===== src/rtl/serial_subtractor.sv =====
// Bit-serial unsigned subtractor: one difference bit per cycle, LSB first.
// Optional signed-overflow output ovf is built when SERIAL_SUB_SIGNED_OVF_EN is defined.
module serial_subtractor #(
    parameter int SIZE = 4
) (
    input  logic            clk,
    input  logic            rst_n,
    input  logic            start,
    input  logic [SIZE-1:0] a,
    input  logic [SIZE-1:0] b,
    output logic [SIZE:0]   result,
    output logic            busy,
    output logic            done
`ifdef SERIAL_SUB_SIGNED_OVF_EN
    ,
    output logic            ovf
`endif
);

    localparam int CW = (SIZE > 2) ? $clog2(SIZE) : 1;
    localparam logic [CW-1:0] LAST = CW'(SIZE - 1);

    typedef enum logic [1:0] {
        IDLE = 2'd0,
        RUN  = 2'd1,
        DONE = 2'd2
    } state_t;

    state_t          state_reg, state_next;
    logic [CW-1:0]   cnt_reg;
    logic            br_reg;
    logic [SIZE-1:0] a_reg, b_reg, diff_reg;
    logic [SIZE:0]   result_reg;

    logic            a_bit, b_bit, d_bit, br_next, last_bit;
    logic [SIZE-1:0] diff_next;

    assign a_bit    = a_reg[cnt_reg];
    assign b_bit    = b_reg[cnt_reg];
    assign d_bit    = a_bit ^ b_bit ^ br_reg;
    assign br_next  = (~a_bit & b_bit) | (~(a_bit ^ b_bit) & br_reg);
    assign last_bit = (cnt_reg == LAST);

    // The difference bit lands directly at its final position so that the
    // completed word is available combinationally on the last RUN cycle.
    always_comb begin
        diff_next          = diff_reg;
        diff_next[cnt_reg] = d_bit;
    end

    always_ff @(posedge clk or negedge rst_n) begin
        if (!rst_n) begin
            state_reg <= IDLE;
        end else begin
            state_reg <= state_next;
        end
    end

    always_comb begin
        state_next = state_reg;
        case (state_reg)
            IDLE:    if (start) state_next = RUN;
            RUN:     if (last_bit) state_next = DONE;
            DONE:    state_next = IDLE;
            default: state_next = IDLE;
        endcase
    end

    always_ff @(posedge clk or negedge rst_n) begin
        if (!rst_n) begin
            cnt_reg    <= '0;
            br_reg     <= 1'b0;
            a_reg      <= '0;
            b_reg      <= '0;
            diff_reg   <= '0;
            result_reg <= '0;
        end else begin
            case (state_reg)
                IDLE: begin
                    if (start) begin
                        a_reg   <= a;
                        b_reg   <= b;
                        cnt_reg <= '0;
                        br_reg  <= 1'b0;
                    end
                end
                RUN: begin
                    diff_reg <= diff_next;
                    br_reg   <= br_next;
                    if (last_bit) begin
                        result_reg <= {br_next, diff_next};
                    end else begin
                        cnt_reg <= cnt_reg + CW'(1);
                    end
                end
                default: ;
            endcase
        end
    end

`ifdef SERIAL_SUB_SIGNED_OVF_EN
    logic ovf_reg;

    // On the last bit a_bit/b_bit are the operand sign bits and d_bit the result sign.
    always_ff @(posedge clk or negedge rst_n) begin
        if (!rst_n) begin
            ovf_reg <= 1'b0;
        end else if (state_reg == RUN && last_bit) begin
            ovf_reg <= (a_bit != b_bit) && (d_bit != a_bit);
        end
    end

    assign ovf = ovf_reg;
`endif

    assign result = result_reg;
    assign busy   = (state_reg == RUN);
    assign done   = (state_reg == DONE);

endmodule


===== config.mk =====
export PLATFORM = sky130hd
export DESIGN_NAME = serial_subtractor
export DESIGN_NICKNAME = d
export VERILOG_FILES = /design/src/rtl/serial_subtractor.sv
export SDC_FILE = /design/constraint.sdc
export NUM_CORES = 1
export LEC_CHECK = 0
export CAP_MARGIN = 10
export CORE_AREA = 3 3 55 57
export DETAILED_ROUTE_END_ITERATION = 10
export DIE_AREA = 0 0 58 60
export GPL_ROUTABILITY_DRIVEN = 0
export PLACE_DENSITY = 0.63
export SLEW_MARGIN = 20
export SYNTH_ARGS = -nofsm -noshare
export SYNTH_HDL_FRONTEND = slang
export SYNTH_SLANG_ARGS = --single-unit

===== constraint.sdc =====
create_clock -name clk -period 2.25 [get_ports clk]
set_input_delay 0.225 -clock clk [delete_from_list [all_inputs] [get_ports clk]]
set_output_delay 0.225 -clock clk [all_outputs]
set_load 0.02 [all_outputs]

# [Yosys cells after proc, flatten, opt, wreduce, memory -nomap -nowiden]
# Cells that the tools add are included.
[word_totals] inputBits=11 output_inout_bits=7 register_bits=22 elab_cells=46
[op_classes] n_reduce_logical=8 magnitude_cmp=2 n_bitwise=7 mux=15 add_sub_neg=1 n_eq_ne=6
[op_table] cell="2-to-1 mux 2 bit" count=4
[op_table] cell="case mux 2 bit (2 select lines)" count=2
[op_table] cell="AND reduction 2 bit" count=4
[op_table] cell="binary-select mux 1 bit (select 2 bit)" count=2
[op_table] cell="bitwise mux 4 bit" count=1
[op_table] cell="== test 2 bit (second input constant)" count=2
[op_table] cell="2-to-1 mux 1 bit" count=4
[op_table] cell="inequality test 2 bit (second input constant)" count=2
[op_table] cell="less-than comparator 2 x 3 -> 1 bit (second input constant)" count=1
[op_table] cell="AND reduction 3 bit" count=1
[op_table] cell="adder 2 x 1 -> 2 bit (second input constant)" count=1
[op_table] cell="AND 1 bit" count=2
[op_table] cell="demux 1 bit (select 2 bit)" count=1
[op_table] cell="== test 2 x 1 -> 1 bit (second input constant)" count=1
[op_table] cell="greater-or-equal comparator 2 x 1 -> 1 bit (second input constant)" count=1
[op_table] cell="logical NOT 2 bit" count=1
[op_table] cell="inequality test 2 x 1 -> 1 bit (second input constant)" count=1
[op_table] cell="NOT 1 bit" count=2
[op_table] cell="case mux 1 bit (2 select lines)" count=1
[op_table] cell="nonzero test 2 bit" count=1
[op_table] cell="bitwise XOR 1 bit" count=2
[op_table] cell="logical AND 1 bit" count=1
[op_table] cell="bitwise OR 1 bit" count=1

# [Logic depth before layout (Yosys ltp)]
[logic_depth] ltp_word=7 mapped_depth=5 depth_no_buf=5

# [Worst setup path before layout]
# OpenSTA, ideal clock, no wires.
[synth_path] kind="flip-flop to flip-flop" startpoint="register cnt_reg[0]" endpoint="register diff_reg[0]" slack_ps=329 n_path_buf=0 required_ps=2125 arrival_ps=1796 setup_time_ps=125 stages_incl_launch_ff=4 path_cell_list="dfrtp_1 > mux4_2 > fa_1 > mux2_4"
[synth_between] elab_chain_cells=5 elab_cells_between_ends=12
[synth_rtl] element="from (decl)" line="30" source="logic [CW-1:0] cnt_reg;"
[synth_rtl] element="from (signal assigned)" line="93" source="cnt_reg <= cnt_reg + CW'(1);"
[synth_rtl] element="less-than comparator 2 x 3 -> 1 bit (not written as such), or another cell as far along" line="48" source="diff_next[cnt_reg] = d_bit;"
[synth_rtl] element="logical AND 1 bit (not written as such), or another cell as far along" line="48"
[synth_rtl] element="2-to-1 mux 1 bit (not written as such) / bitwise XOR 1 bit (equally long branches)" line="48, 40"
[synth_rtl] element="demux 1 bit (select 2 bit) / bitwise XOR 1 bit (equally long branches)" line="48, 40"
[synth_rtl] element="bitwise mux 4 bit *" line="48"
[synth_rtl] element="to (signal assigned)" line="88" source="diff_reg <= diff_next;"
[synth_rtl] element="to (decl)" line="32" source="logic [SIZE-1:0] a_reg, b_reg, diff_reg;"
# Mark *: on every way between the ends. The rest lies on a longest branch, timed or not. The select of a mux whose other input is x is not followed.
# A chain may end at the register's enable or synchronous reset.

# [Worst setup path after layout]
[layout_path] startpoint="register cnt_reg[0]" endpoint="register result_reg[0], in the netlist result[0]"
[layout_between] elab_chain_cells=5 elab_cells_between_ends=14
[layout_rtl] element="less-than comparator 2 x 3 -> 1 bit (not written as such), or another cell as far along" line="48"
[layout_rtl] element="logical AND 1 bit (not written as such), or another cell as far along" line="48"
[layout_rtl] element="2-to-1 mux 1 bit (not written as such) / bitwise XOR 1 bit (equally long branches)" line="48, 40"
[layout_rtl] element="demux 1 bit (select 2 bit) / bitwise XOR 1 bit (equally long branches)" line="48, 40"
[layout_rtl] element="bitwise mux 4 bit" line="48"
[layout_rtl] element="to (signal assigned)" line="91" source="result_reg <= {br_next, diff_next};"
[layout_rtl] element="to (decl)" line="33" source="logic [SIZE:0] result_reg;"
# Parallel ways exist; a longest one is shown, timed or not. The select of a mux whose other input is x is not followed.

==> flow_results.org <==
** Yosys
- Synthesis produced a netlist with a net count of between 90 and 100.
- Largest cells by area after synthesis :: sky130_fd_sc_hd__dfrtp_1 (52%), sky130_fd_sc_hd__mux2_2 (11%), sky130_fd_sc_hd__ha_1 (4.9%)
- Number of synthesized register bits :: 21
- Cell accounting for the most synthesized area :: sky130_fd_sc_hd__dfrtp_1
- The Yosys step of the flow raised 0 warnings.
- Of the post-synthesis cell area, the dominant cell type holds 0.516.
- Yosys cell types :: 22
- Synthesis handed over a netlist of 76 instances.
- Fraction of the yosys area taken by sequential cells :: 0.516
- The cell area that synthesis handed to floorplanning was between 1000 and 1500 um2.
- Averaged over all synthesized cells, the footprint is ~13 um2.

** Timing
- Upper clock frequency limit :: 0.490 GHz
- The worst pin sits at a relative slew slack of 0.750.
- Dividing the final minimum period by the clock period gives 0.906.
- The number of max-slew violations in the final report came to 0.
- Unrepaired setup endpoints after global routing :: no
- Number of hold violations in the final report :: 0
- The worst path needs about 2.0 ns of the cycle, external delays included.
- Maximum clock skew at final layout :: 0.00626 ns
- Setup violations remaining at the end of the flow were counted as 0.
- Least-Margin Pin Slew :: 0.375 ns
- For the final routed database, the setup TNS stands at 0 ns.

** Routing
- Routed Antenna Nets :: 0
- DR WL/cell :: between 10 and 15 um
- Length of routed met3 wiring :: around 90 um
- The first routing iteration left 12 violations.
- Highest layer used for signal routing :: met4
- The first TritonRoute pass finished after 3 iterations.
- Number of vias in the routed layout :: between 600 and 700
- In the final routing, the length of wire on met1 measures approximately 750 um.
- Vias per cell :: 4.81
- Met2 Wirelength :: between 700 and 800 um
- In the routed design, unresolved DRC markers number 0.
- For this block, the routed nets add up to approximately 1600 um of wire.

** Layout
- The library cells used most frequently in the layout, excluding fill and tap cells, are sky130_fd_sc_hd__dfrtp_1 (21), sky130_fd_sc_hd__clkdlybuf4s50_1 (17), sky130_fd_sc_hd__mux2_2 (10).
- Leaving out fill and tap cells, the most frequent cell in the layout is sky130_fd_sc_hd__dfrtp_1.
- The number of antenna diodes in the final layout is 0.
- Compared with the post-synthesis result, the final layout area differs by 23.2%.
- In the final design database the tool counted between 100 and 150 nets.
- In the final layout, the share of cells above drive strength 1 is 0.268.
- Flip-flop count of the largest register after layout :: 5
- Final std cell area, no fill :: ~1300 um2
- The layout has between 200 and 250 filler cells.

** Critical path
- Worst Path Required :: ~2.5 ns
- Along the worst path, the maximum fanout reaches 7.
- Setup slack on the worst reg-to-reg path comes out at 0.21 ns.
- Cells traversed along the worst timing path :: mux4_2, fa_1, mux2i_1, o21ai_0
- Worst path arrival time :: between 2 and 2.5 ns
- The largest individual stage delay along the critical path comes from the cell sky130_fd_sc_hd__fa_1.
- The worst setup path is launched from a register.
- CP delay by family, top :: multiplexers
- The critical path contains buffers and inverters numbering 0 combined.
- Element type at the critical path end :: register
- The critical path in this run is classified as reg2reg.
- The largest single stage delay on the critical path is approximately 0.65 ns.

** Clock network
- In this run the number of H-tree levels came out at 1.
- Longest Clk Path Bufs :: 2
- The clock net in this run drives a total of 21 sinks.
- Clock network latency to the later pin of the worst-skew pair :: about 0.3 ns
- CTS placed an instance of sky130_fd_sc_hd__clkbuf_4 at the clock tree root.
- TritonCTS created 3 clock buffers.
- CTS tree :: built
- Post-CTS setup buffers :: 0
- Clock-pin slew was measured on the worst setup and hold paths at 0.12 ns.
- The number of hold buffers added after CTS was 0.
- Post-CTS repair changed the size of 0 cells.

** Placement
- Placement-stage cell area :: 1230 um2
- Summed over all nets, the half-perimeter wirelength after detailed placement is 1230 um.
- The count of buffers added on input and output ports is 17.

** Global route
- For this run the aggregate overflow at the end of global routing stands at 0.
- Entering global routing, the biggest net connects 22 pins.
- Total GRT Usage :: 0.115
- The first global-routing pass estimated roughly 3000 um of wire.
- Via count of the first global-routing pass :: 650
- The number of antenna violations at the first check in global routing came to 0.

** Floorplanning
- In this run the horizontal extent of the chip is between 50 and 60 um.
- Initial cell density of the core :: 0.404
- Number of rows in the core area :: 18
- The die covers ~3500 um2.
- Die H :: 60 um
- The core region is 2520 um2.
- Pin placement for this block handled 18 I/O pins.

** Worst hold path
- Class of the tightest hold or removal check :: in2async

** Power
- Peak supply drop :: ~0.76 mV
- For this design the static power due to leakage is roughly 0.57 nW.
- Dividing total power by cell area gives a power density of between 1000 and 1500 nW/um2.

** Status
- Outcome :: complete, no violations

** Job
- Max-cap viol count :: 0
[cell families (layout without fill, tap and decap cells)]
logic type,Yosys count,count (layout),synth area share
flip-flops,21,21,0.516
multiplexers,19,19,0.238
AND/OR/NAND/NOR,13,13,0.0737
AO/OA/AOI/OAI,9,9,0.0602
buffers and inverters,9,30,0.0430
adder cells (fa/ha/maj),5,5,0.0688
[cell usage after synthesis (all sizes together)]
cell type / number
dfrtp: 21
mux2: 13
nand2: 7
inv: 6
ha: 4
mux2i: 4
o21ai: 4
a22o: 3
buf: 3
mux4: 2
nor2b: 2
a21o: 1
and2b: 1
fa: 1
nand3b: 1
nor2: 1
nor3b: 1
o21bai: 1
[layer usage]
metal	up-vias	GRT usage
met1	287	0.157
met3	5	0.0216
met2	17	0.174
li1	302	-
met4	0	0.0596
met5	-	0
[worst register-to-register path: stages (launching register included)]
cell and delay (ns):
sky130_fd_sc_hd__dfrtp_1 0.50, sky130_fd_sc_hd__mux4_2 0.55, sky130_fd_sc_hd__fa_1 0.65, sky130_fd_sc_hd__mux2i_1 0.12, sky130_fd_sc_hd__o21ai_0 0.15
[report_power, final]
| group | leakage [nW] | switching [W] | total, W | internal [W] |
|---|---|---|---|---|
| sequential | 0.256 | 0.000130 | 0.000690 | 0.000560 |
| combinational | 0.301 | 0.000421 | 0.000985 | 0.000563 |
| clock | 0.0177 | 0.000115 | 0.000182 | 0.0000663 |
| total | 0.574 | 0.000667 | 0.00186 | 0.00119 |
[metrics by stage]
stage,std cells,setup WS [ns],utilization,total power (W),hold WS [ns]
finish,127,0.211,0.498,0.00186,0.243
global route,127,0.0816,0.498,0.00203,0.248
CTS,127,0.187,0.498,0.00189,0.245
detailed placement,123,0.205,0.487,0.00170,0.474
global placement,123,0.272,0.487,0.00168,0.463
floorplan,76,0.329,-,0.00144,-0.0706
[path summary, 6_finish.rpt]
| check | startpoint | end | cells past startpoint |
|---|---|---|---|
| hold reg to reg | result[1] | result[1] | 2 |
| max in group asynchronous | rst_n | state_reg[0] | 2 |
| setup reg to reg | cnt_reg[0] | result[0] | 4 |
| min in group clk | result[1] | result[1] | 2 |
| setup / recovery | cnt_reg[0] | result[0] | 4 |
| hold / removal | rst_n | diff_reg[1] | 2 |
[final cells by class]
class	instances	area (um2)	area share
clock buffers	3	22.5	0.0179
flip-flops and latches	21	526	0.419
multi-input cells	46	449	0.358
inverters	6	22.5	0.0179
clock inverters	1	5.00	0.00399
repair buffers	20	193	0.154
well taps	30	37.5	0.0299
Power figures use the tool's default switching activity.
